[config.mk]
export PLATFORM = sky130hd
export DESIGN_NAME = dmem_arbiter
export DESIGN_NICKNAME = d
export VERILOG_FILES = /design/src/rtl/dmem_arbiter.sv
export SDC_FILE = /design/constraint.sdc
export NUM_CORES = 1
export LEC_CHECK = 0
export CAP_MARGIN = 20
export CORE_ASPECT_RATIO = 2
export CORE_MARGIN = 4
export CORE_UTILIZATION = 38
export CTS_CLUSTER_DIAMETER = 150
export DETAILED_ROUTE_END_ITERATION = 12
export PLACE_DENSITY = 0.87
export SETUP_SLACK_MARGIN = 0.4
export SLEW_MARGIN = 10
export SYNTH_ARGS = -nofsm -noshare
export SYNTH_HDL_FRONTEND = slang
export SYNTH_SLANG_ARGS = --single-unit
[constraint.sdc]
create_clock -name clock -period 1.8 [get_ports clock]
set_input_delay 0.27 -clock clock [delete_from_list [all_inputs] [get_ports clock]]
set_output_delay 0.27 -clock clock [all_outputs]
set_load 0.1 [all_outputs]
[src/rtl/dmem_arbiter.sv]
// Two-port round-robin arbiter and access sequencer for the shared data memory.
// Port 0 is the CPU data port, port 1 a secondary master (loader / debug).
// Optional feature: define MEM_ARB_LOCK_EN to add lock0/lock1, which let the
// current owner keep the memory for its next access (atomic read-modify-write).
module dmem_arbiter #(
    parameter int unsigned AW     = 16,
    parameter int unsigned DW     = 32,
    parameter int unsigned RD_LAT = 1
) (
    input  logic          clock,
    input  logic          nreset,
    input  logic          req0,
    input  logic          we0,
    input  logic [AW-1:0] addr0,
    input  logic [DW-1:0] wdata0,
    output logic          gnt0,
    output logic          done0,
    input  logic          req1,
    input  logic          we1,
    input  logic [AW-1:0] addr1,
    input  logic [DW-1:0] wdata1,
    output logic          gnt1,
    output logic          done1,
`ifdef MEM_ARB_LOCK_EN
    input  logic          lock0,
    input  logic          lock1,
`endif
    output logic [DW-1:0] rdata,
    output logic [AW-1:0] mem_addr,
    output logic [DW-1:0] mem_wdata,
    output logic          mem_wr,
    input  logic [DW-1:0] mem_rdata,
    output logic          busy
);

    localparam int unsigned CW = (RD_LAT > 1) ? $clog2(RD_LAT) : 1;

    typedef enum logic [1:0] {
        S_IDLE,
        S_ACCESS,
        S_WAIT,
        S_DONE
    } state_t;

    state_t        state, state_d;
    logic          owner, owner_d;
    logic          last_owner, last_owner_d;
    logic          cap_we, cap_we_d;
    logic [CW-1:0] cnt, cnt_d;
    logic [DW-1:0] rdata_d;
    logic [AW-1:0] mem_addr_d;
    logic [DW-1:0] mem_wdata_d;
    logic          gnt0_d, gnt1_d, done0_d, done1_d, mem_wr_d, busy_d;
    logic          win;
`ifdef MEM_ARB_LOCK_EN
    logic          lock_hold, lock_hold_d;
`endif

    // State, captured request and registered outputs
    always_ff @(posedge clock) begin
        if (!nreset) begin
            state      <= S_IDLE;
            owner      <= 1'b0;
            last_owner <= 1'b1;
            cap_we     <= 1'b0;
            cnt        <= '0;
            rdata      <= '0;
            mem_addr   <= '0;
            mem_wdata  <= '0;
            gnt0       <= 1'b0;
            gnt1       <= 1'b0;
            done0      <= 1'b0;
            done1      <= 1'b0;
            mem_wr     <= 1'b0;
            busy       <= 1'b0;
`ifdef MEM_ARB_LOCK_EN
            lock_hold  <= 1'b0;
`endif
        end else begin
            state      <= state_d;
            owner      <= owner_d;
            last_owner <= last_owner_d;
            cap_we     <= cap_we_d;
            cnt        <= cnt_d;
            rdata      <= rdata_d;
            mem_addr   <= mem_addr_d;
            mem_wdata  <= mem_wdata_d;
            gnt0       <= gnt0_d;
            gnt1       <= gnt1_d;
            done0      <= done0_d;
            done1      <= done1_d;
            mem_wr     <= mem_wr_d;
            busy       <= busy_d;
`ifdef MEM_ARB_LOCK_EN
            lock_hold  <= lock_hold_d;
`endif
        end
    end

    // Next state, arbitration and next-cycle output values
    always_comb begin
        state_d      = state;
        owner_d      = owner;
        last_owner_d = last_owner;
        cap_we_d     = cap_we;
        cnt_d        = cnt;
        rdata_d      = rdata;
        mem_addr_d   = mem_addr;
        mem_wdata_d  = mem_wdata;
        gnt0_d       = 1'b0;
        gnt1_d       = 1'b0;
        done0_d      = 1'b0;
        done1_d      = 1'b0;
        mem_wr_d     = 1'b0;
        win          = 1'b0;
`ifdef MEM_ARB_LOCK_EN
        lock_hold_d  = lock_hold;
`endif

        case (state)
            S_IDLE: begin
                if (req0 || req1) begin
                    if (req0 && req1) begin
                        win = ~last_owner;
                    end else begin
                        win = req1;
                    end
`ifdef MEM_ARB_LOCK_EN
                    // A locked owner keeps the memory while it still requests
                    if (lock_hold && (owner ? req1 : req0)) begin
                        win = owner;
                    end
                    lock_hold_d = 1'b0;
`endif
                    owner_d     = win;
                    cap_we_d    = win ? we1 : we0;
                    mem_addr_d  = win ? addr1 : addr0;
                    mem_wdata_d = win ? wdata1 : wdata0;
                    mem_wr_d    = cap_we_d;
                    gnt0_d      = ~win;
                    gnt1_d      = win;
                    state_d     = S_ACCESS;
                end
            end
            S_ACCESS: begin
                gnt0_d = ~owner;
                gnt1_d = owner;
                if (cap_we) begin
                    done0_d = ~owner;
                    done1_d = owner;
                    state_d = S_DONE;
                end else begin
                    cnt_d   = CW'(RD_LAT - 1);
                    state_d = S_WAIT;
                end
            end
            S_WAIT: begin
                gnt0_d = ~owner;
                gnt1_d = owner;
                if (cnt == '0) begin
                    rdata_d = mem_rdata;
                    done0_d = ~owner;
                    done1_d = owner;
                    state_d = S_DONE;
                end else begin
                    cnt_d = cnt - CW'(1);
                end
            end
            S_DONE: begin
`ifdef MEM_ARB_LOCK_EN
                if (owner ? lock1 : lock0) begin
                    lock_hold_d = 1'b1;
                end else begin
                    last_owner_d = owner;
                end
`else
                last_owner_d = owner;
`endif
                state_d = S_IDLE;
            end
            default: state_d = S_IDLE;
        endcase

        busy_d = (state_d != S_IDLE);
    end

endmodule

==> results of run 1 <==
## tightest hold or removal path: stages
cell and delay (ns):
buf_2 0.23, nand2_1 0.10, nor2_1 0.03
## per-stage QoR
stage	instance area, um^2	power (mW)
after floorplan	3710	7.886
after global placement	5863	9.426
after detailed placement	5863	9.538
after CTS	6262	11.70
after global routing	6319	12.25
final	6319	11.77
## power groups by stage
stage / logic, mW / registers [mW] / clock network, mW
4_1_cts: 6.86 / 2.87 / 1.97
3_3_place_gp: 6.55 / 2.87 / 0
6_report: 6.97 / 2.87 / 1.94
5_1_grt: 7.24 / 2.94 / 2.07
3_5_place_dp: 6.65 / 2.89 / 0
2_1_floorplan: 1.46 / 6.42 / 0
## logic make-up after synthesis
group                    share of synthesized area, %
adder cells (fa/ha/maj)                         1.691
AND/OR/NAND/NOR                                 12.01
flip-flops                                      49.26
buffers and inverters                           5.412
multiplexers                                    9.202
AO/OA/AOI/OAI                                   22.43
## timing repair
item,4_1_cts,5_1_grt
setup endpoints to repair,53,53
pin swaps,2,2
gates cloned,1,1
buffers inserted,3,2
resized for setup,8,7
## routing by layer
layer	GRT usage, %	up-vias
met1	20.08	1789
met2	41.15	169
met3	5.305	24
met5	0	-
met4	7.932	0
li1	-	1858
## state kept, by name, summed over array words and instances, names as in the netlist
name and count:
busy 1, mem_wdata 32, mem_addr 16, done1 1
done0 1, owner 1, gnt0 1, rdata 32
state 2, gnt1 1, mem_wr 1, last_owner 1
cap_we 1
## placed cells by master, fill, tap and decap left out, types with 2 or more instances in the layout
cell type          n
nor3_1             2
o21ai_0           35
ha_1               3
buf_6              2
nand2_1           52
nor2_1             2
clkbuf_16         10
o21ai_1           12
mux2i_1           34
nor2b_1           33
a21oi_2            2
buf_12             9
clkdlybuf4s50_1  130
clkbuf_8           3
inv_1              2
a21oi_1           95
buf_4             94
a22o_1             2
dfxtp_1           89
a32o_1             2
## layout make-up
type,count,area share [%]
Inverter,4,0.2772
Sequential cell,91,28.91
Tap cell,130,2.574
Multi-Input combinational cell,287,27.07
Clock buffer,12,4.218
Clock inverter,3,0.7327
Timing Repair Buffer,240,36.22
## final timing paths
check	endpoint	start
hold reg to reg	rdata[15]$_SDFFE_PN0N_	rdata[15]$_SDFFE_PN0N_
setup / recovery	mem_addr[15]$_SDFFE_PN0P_	state[0]$_SDFF_PN0_
hold / removal	mem_wr$_SDFF_PN0_	nreset
setup reg to reg	mem_addr[15]$_SDFFE_PN0P_	state[0]$_SDFF_PN0_
==> metrics.csv, run 1 <==
stage,metric,value,unit
yosys,#FFs+latches synth,91,
yosys,Syn Nets,556,
worst_hold_path,Hold Path Depth,3,
clocking,root buffer cell,clkbuf_16,
timing,Setup WS post-layout,0.4539,ns
die,Initial Util,39.15,%
power,Switch Pwr,6.131,mW
yosys,synthesized cell area,0.003699,mm^2
yosys,top post-synthesis cells by area,"dfxtp_1, a21oi_1, mux2i_1, nor2b_1, nand2_1",
timing,RSZ-0062 raised after global routing,false,
cells_and_area,Inserted Diodes,0,
worst_setup_path,CP Data Required Time,2.01,ns
die,Row Count,50,
placement,port buffer count,219,
detailed_routing,DRC errors left,0,
detailed_routing,met2 wire len,7261,um
die,die width,77.76,um
timing,Final min period,1.346,ns
yosys,most common cell in the netlist,a21oi_1,
placement,RD Place Congestion,0.8008,
power,power share of the combinational group,59.2,%
cells_and_area,fin util,66.89,%
worst_setup_path,R2R Setup Slk,0.45,ns
detailed_routing,number of DRC markers in iteration 0,198,
yosys,post-synth top area cell,dfxtp_1,
clocking,htree depth,3,
clocking,Worst-path clk slew,0.06,ns
clocking,CTS tree,built,
detailed_routing,DR top layer,met4,
worst_setup_path,CP Cell Sequence,inv_4 -> ha_4 -> o21ai_4 -> buf_6 -> a32o_1 -> a22o_1,
timing,WHS,0.3634,ns
cells_and_area,synthesis-to-finish area growth,70.84,%
detailed_routing,antenna-violating nets left,0,
global_routing,gr usage total,20.93,%
worst_setup_path,crit start category,flip-flop,
clocking,CTS Buf Count,9,
power,Sw Ratio,52.07,%
power,maximum vdd drop,0.001037,V
worst_setup_path,Buffers & Inverters on Critical Path,2,
power,clock network power share,16.4,%
timing,crit share post-route,74.78,%
timing,relative slew slack,73.92,%
worst_setup_path,CP peak stage delay,0.37,ns
timing,f_max,0.7429,GHz
cells_and_area,Multi-input gate area,0.001710,mm^2
worst_setup_path,critical path arrival,1.56,ns
placement,dpl ws,0.03281,ns
placement,placed instance count,745,
status,status,"finished, final reports clean",
power,static leakage,2.654,nW
cells_and_area,share of layout cells above drive strength 1,21.19,%
worst_setup_path,R2R depth,6,
clocking,Clock Path Buffers,2,
timing,skew final,0.01097,ns
run,Max-Cap Viols,0,
worst_setup_path,Setup CP Type,reg -> reg,
yosys,gate count of the mapped netlist,417,
worst_setup_path,slowest CP cell,dfxtp_4,
worst_hold_path,HP Class,in -> reg,
cells_and_area,Layout fillers,768,
cells_and_area,Post-layout nets,772,
clocking,CTS sink cnt,91,
clocking,Post-CTS Hold Fix Bufs,0,
yosys,sequential-to-total area share from yosys stat,49.26,%
die,Die H,147.5,um
detailed_routing,DR WL/cell,16.67,um
power,sequential share of power,24.4,%
timing,Max Slew Vio Count,0,
global_routing,initial antenna violation count,0,
power,Pint,5.643,mW
cells_and_area,sequential cell area,0.001827,mm^2
yosys,Synth top cells by count,"a21oi_1, dfxtp_1, nand2_1",
worst_setup_path,stages on the worst setup path,6,
yosys,Cell variety after synth,29,
detailed_routing,via count,3840,
yosys,Most used DFF post-synth,dfxtp_1,
global_routing,vias in the first global route,3995,
clocking,Clock Latency Late Sink,0.33,ns
yosys,synth warn,0,
detailed_routing,total iterations of the first detailed-routing run,6,
detailed_routing,Via-to-Cell Ratio,5.007,
placement,placed wire-length estimate,9495,um
yosys,syn avg cell area,8.869,um^2
die,io pins,220,
timing,final hold violations,0,
global_routing,total grt overflow,0,
timing,slew at the pin with the worst max-slew slack,0.3913,ns
power,Pwr per Cell Area,1863,mW/mm^2
timing,TNS Setup,0,ns
yosys,"Async S/R FF share, synth",0,%
detailed_routing,Post-Route WL,12790,um
timing,final setup violation count,0,
detailed_routing,Routed met1 length,4399,um
detailed_routing,met3 WL,805,um
worst_setup_path,Crit. End Element,flip-flop,
yosys,Post-synth EDFFs,0,
global_routing,first-pass GRT wire length,19160,um
cells_and_area,final non-filler cell total,767,
global_routing,largest net degree at the start of global routing,41,
yosys,Yosys top cell area share,49.26,%
worst_setup_path,crit-path max FO,5,
die,Core Region,0.009447,mm^2
die,die area,0.01147,mm^2
worst_setup_path,Top Family by Delay on Critical Path,compound AO/OA/AOI/OAI gates,
(Power assumes the default switching activity.)
==> inputs of run 2 (changes only) <==
--- a/config.mk
+++ b/config.mk
@@ -8,10 +8,10 @@
 export CAP_MARGIN = 20
 export CORE_ASPECT_RATIO = 2
 export CORE_MARGIN = 4
-export CORE_UTILIZATION = 38
+export CORE_UTILIZATION = 34
 export CTS_CLUSTER_DIAMETER = 150
 export DETAILED_ROUTE_END_ITERATION = 12
-export PLACE_DENSITY = 0.87
+export PLACE_DENSITY = 0.83
 export SETUP_SLACK_MARGIN = 0.4
 export SLEW_MARGIN = 10
 export SYNTH_ARGS = -nofsm -noshare
==> constraint.sdc (replaced) <==
create_clock -name clock -period 1.2 [get_ports clock]
set_input_delay 0.18 -clock clock [delete_from_list [all_inputs] [get_ports clock]]
set_output_delay 0.18 -clock clock [all_outputs]
set_load 0.1 [all_outputs]
==> metrics.csv, run 2 (synthesis gave the netlist of run 1 again) <==
stage,metric,value,unit,change
cells_and_area,Inserted Diodes,0,,unchanged
clocking,htree depth,3,,unchanged
timing,crit share post-route,113.1,%,+38 points
timing,f_max,0.7371,GHz,-0.78%
die,die width,81.75,um,+5.1%
worst_setup_path,critical path arrival,1.60,ns,+0.04 ns
cells_and_area,Top Registers,"mem_wdata (32), rdata (32), mem_addr (16)",,
timing,relative slew slack,71.25,%,-2.7 points
status,failing checks,setup timing,,
clocking,CTS tree,built,,
placement,port buffer count,219,,unchanged
global_routing,initial antenna violation count,0,,unchanged
global_routing,largest net degree at the start of global routing,47,,+15%
global_routing,gr usage total,22.14,%,+1.2 points
global_routing,vias in the first global route,4322,,+8.2%
timing,slew at the pin with the worst max-slew slack,0.4313,ns,+0.04003 ns
timing,Setup WS post-layout,-0.1566,ns,-0.6106 ns
timing,final setup violation count,81,,+81
cells_and_area,"commonest non-fill, non-tap cells in the layout","clkdlybuf4s50_1, buf_12, dfxtp_4",,
timing,Final min period,1.357,ns,+0.01058 ns
detailed_routing,Via-to-Cell Ratio,5.110,,+2.1%
worst_setup_path,Setup CP Type,reg -> reg,,
global_routing,first-pass GRT wire length,21530,um,+12%
worst_setup_path,crit-path max FO,6,,+1
placement,placed instance count,759,,+1.9%
worst_setup_path,CP Data Required Time,1.45,ns,-0.56 ns
detailed_routing,total iterations of the first detailed-routing run,4,,-2
cells_and_area,post-route cell area,0.008275,mm^2,+31%
clocking,root buffer cell,clkbuf_16,,
timing,TNS Setup,-6.522,ns,-6.522 ns
cells_and_area,final non-filler cell total,807,,+5.2%
die,Core Region,0.01061,mm^2,+12%
cells_and_area,"most common cell after layout, fill and taps aside",clkdlybuf4s50_1,,
placement,placed wire-length estimate,10380,um,+9.3%
placement,placed inst area,0.007328,mm^2,+25%
clocking,CTS Buf Count,9,,unchanged
detailed_routing,number of DRC markers in iteration 0,237,,+20%
clocking,Clock Latency Late Sink,0.33,ns,about the same
detailed_routing,via count,4124,,+7.4%
timing,Max Slew Vio Count,0,,unchanged
detailed_routing,antenna-violating nets left,0,,unchanged
die,Die H,155.5,um,+5.4%
worst_hold_path,HP Class,in -> reg,,
power,static leakage,3.192,nW,+20%
status,status,"complete, but fails checks",,
cells_and_area,share of layout cells above drive strength 1,44.93,%,+24 points
die,io pins,220,,unchanged
timing,skew final,0.007681,ns,-0.003291 ns
clocking,CTS sink cnt,91,,unchanged
power,Pwr per Cell Area,2637,mW/mm^2,+42%
worst_setup_path,crit start category,flip-flop,,
clocking,Worst-path clk slew,0.06,ns,about the same
run,Max-Cap Viols,0,,unchanged
die,Row Count,53,,+6.0%
worst_setup_path,Crit. End Element,flip-flop,,
die,Initial Util,34.86,%,-4.3 points
detailed_routing,Post-Route WL,15800,um,+24%
detailed_routing,DRC errors left,0,,unchanged
die,die area,0.01271,mm^2,+11%
timing,RSZ-0062 raised after global routing,true,,
cells_and_area,synthesis-to-finish area growth,123.7,%,
timing,final hold violations,0,,unchanged
clocking,Clock Path Buffers,2,,unchanged
global_routing,total grt overflow,0,,unchanged
power,maximum vdd drop,0.001793,V,+73%
cells_and_area,Post-layout nets,804,,+4.1%
detailed_routing,DR WL/cell,19.57,um,+17%
placement,RD Place Congestion,0.8181,,+2.2%
power,Final Power,21.82,mW,+85%
==> run 2: layout make-up <==
cell class | count | area [um^2]
Inverter | 4 | 20.02
Clock inverter | 7 | 50.05
Sequential cell | 91 | 2156
Timing Repair Buffer | 271 | 3691
Tap cell | 137 | 171.4
Clock buffer | 9 | 225.2
Fill cell | 653 | 2335
Multi-Input combinational cell | 288 | 1962
==> run 2: worst max-delay path, cell delays in order, from the launching register on <==
cell and delay [ns]:
dfxtp_4 0.36, inv_4 0.08, ha_4 0.19, o21a_4 0.25
clkbuf_16 0.18, o21ai_1 0.05, a21oi_1 0.16
==> run 2: per-layer routing <==
metal | routed length, um | vias up | part of all wire [%] | global-route usage [%]
met5 | 0 | - | 0 | 0
met4 | 676 | 0 | 4.3 | 10.14
met3 | 920 | 47 | 5.8 | 5.388
met2 | 9169 | 178 | 58 | 42.45
met1 | 5029 | 1955 | 32 | 20.96
li1 | - | 1944 | - | -
==> run 2: report_power, final <==
group | internal (mW) | leakage, nW | switching [mW]
registers | 4.22 | 0.808 | 0.898
clock network | 1.41 | 0.130 | 1.24
logic | 5.71 | 2.25 | 8.35
==> run 2: through the flow <==
step / utilization (%) / worst slack (ns) / hold slack, ns
floorplan: - / -0.1004 / 0.3038
global placement: 69.07 / -0.4565 / 0.5216
detailed placement: 69.07 / -0.5623 / 0.5304
CTS: 74.33 / -0.1051 / 0.2133
global route: 78.00 / -0.2011 / 0.2492
finish: 78.00 / -0.1566 / 0.2292
==> run 2: worst paths after layout <==
path | start | end | slack (ns) | cells past startpoint
min reg2reg | rdata[31]$_SDFFE_PN0N_ | rdata[31]$_SDFFE_PN0N_ | 0.54 | 2
max reg2reg | state[0]$_SDFF_PN0_ | mem_wdata[1]$_SDFFE_PN0P_ | -0.16 | 6
min | nreset | mem_wr$_SDFF_PN0_ | 0.23 | 3
max | state[0]$_SDFF_PN0_ | mem_wdata[1]$_SDFFE_PN0P_ | -0.16 | 6
==> run 2: repair_timing <==
action | CTS | global route
gates resized for setup | 38 | 55
pin swaps | 6 | 3
gates cloned | 3 | 7
setup endpoints to repair | 177 | 177
hold buffers | 0 | 0
buffers inserted | 10 | 12
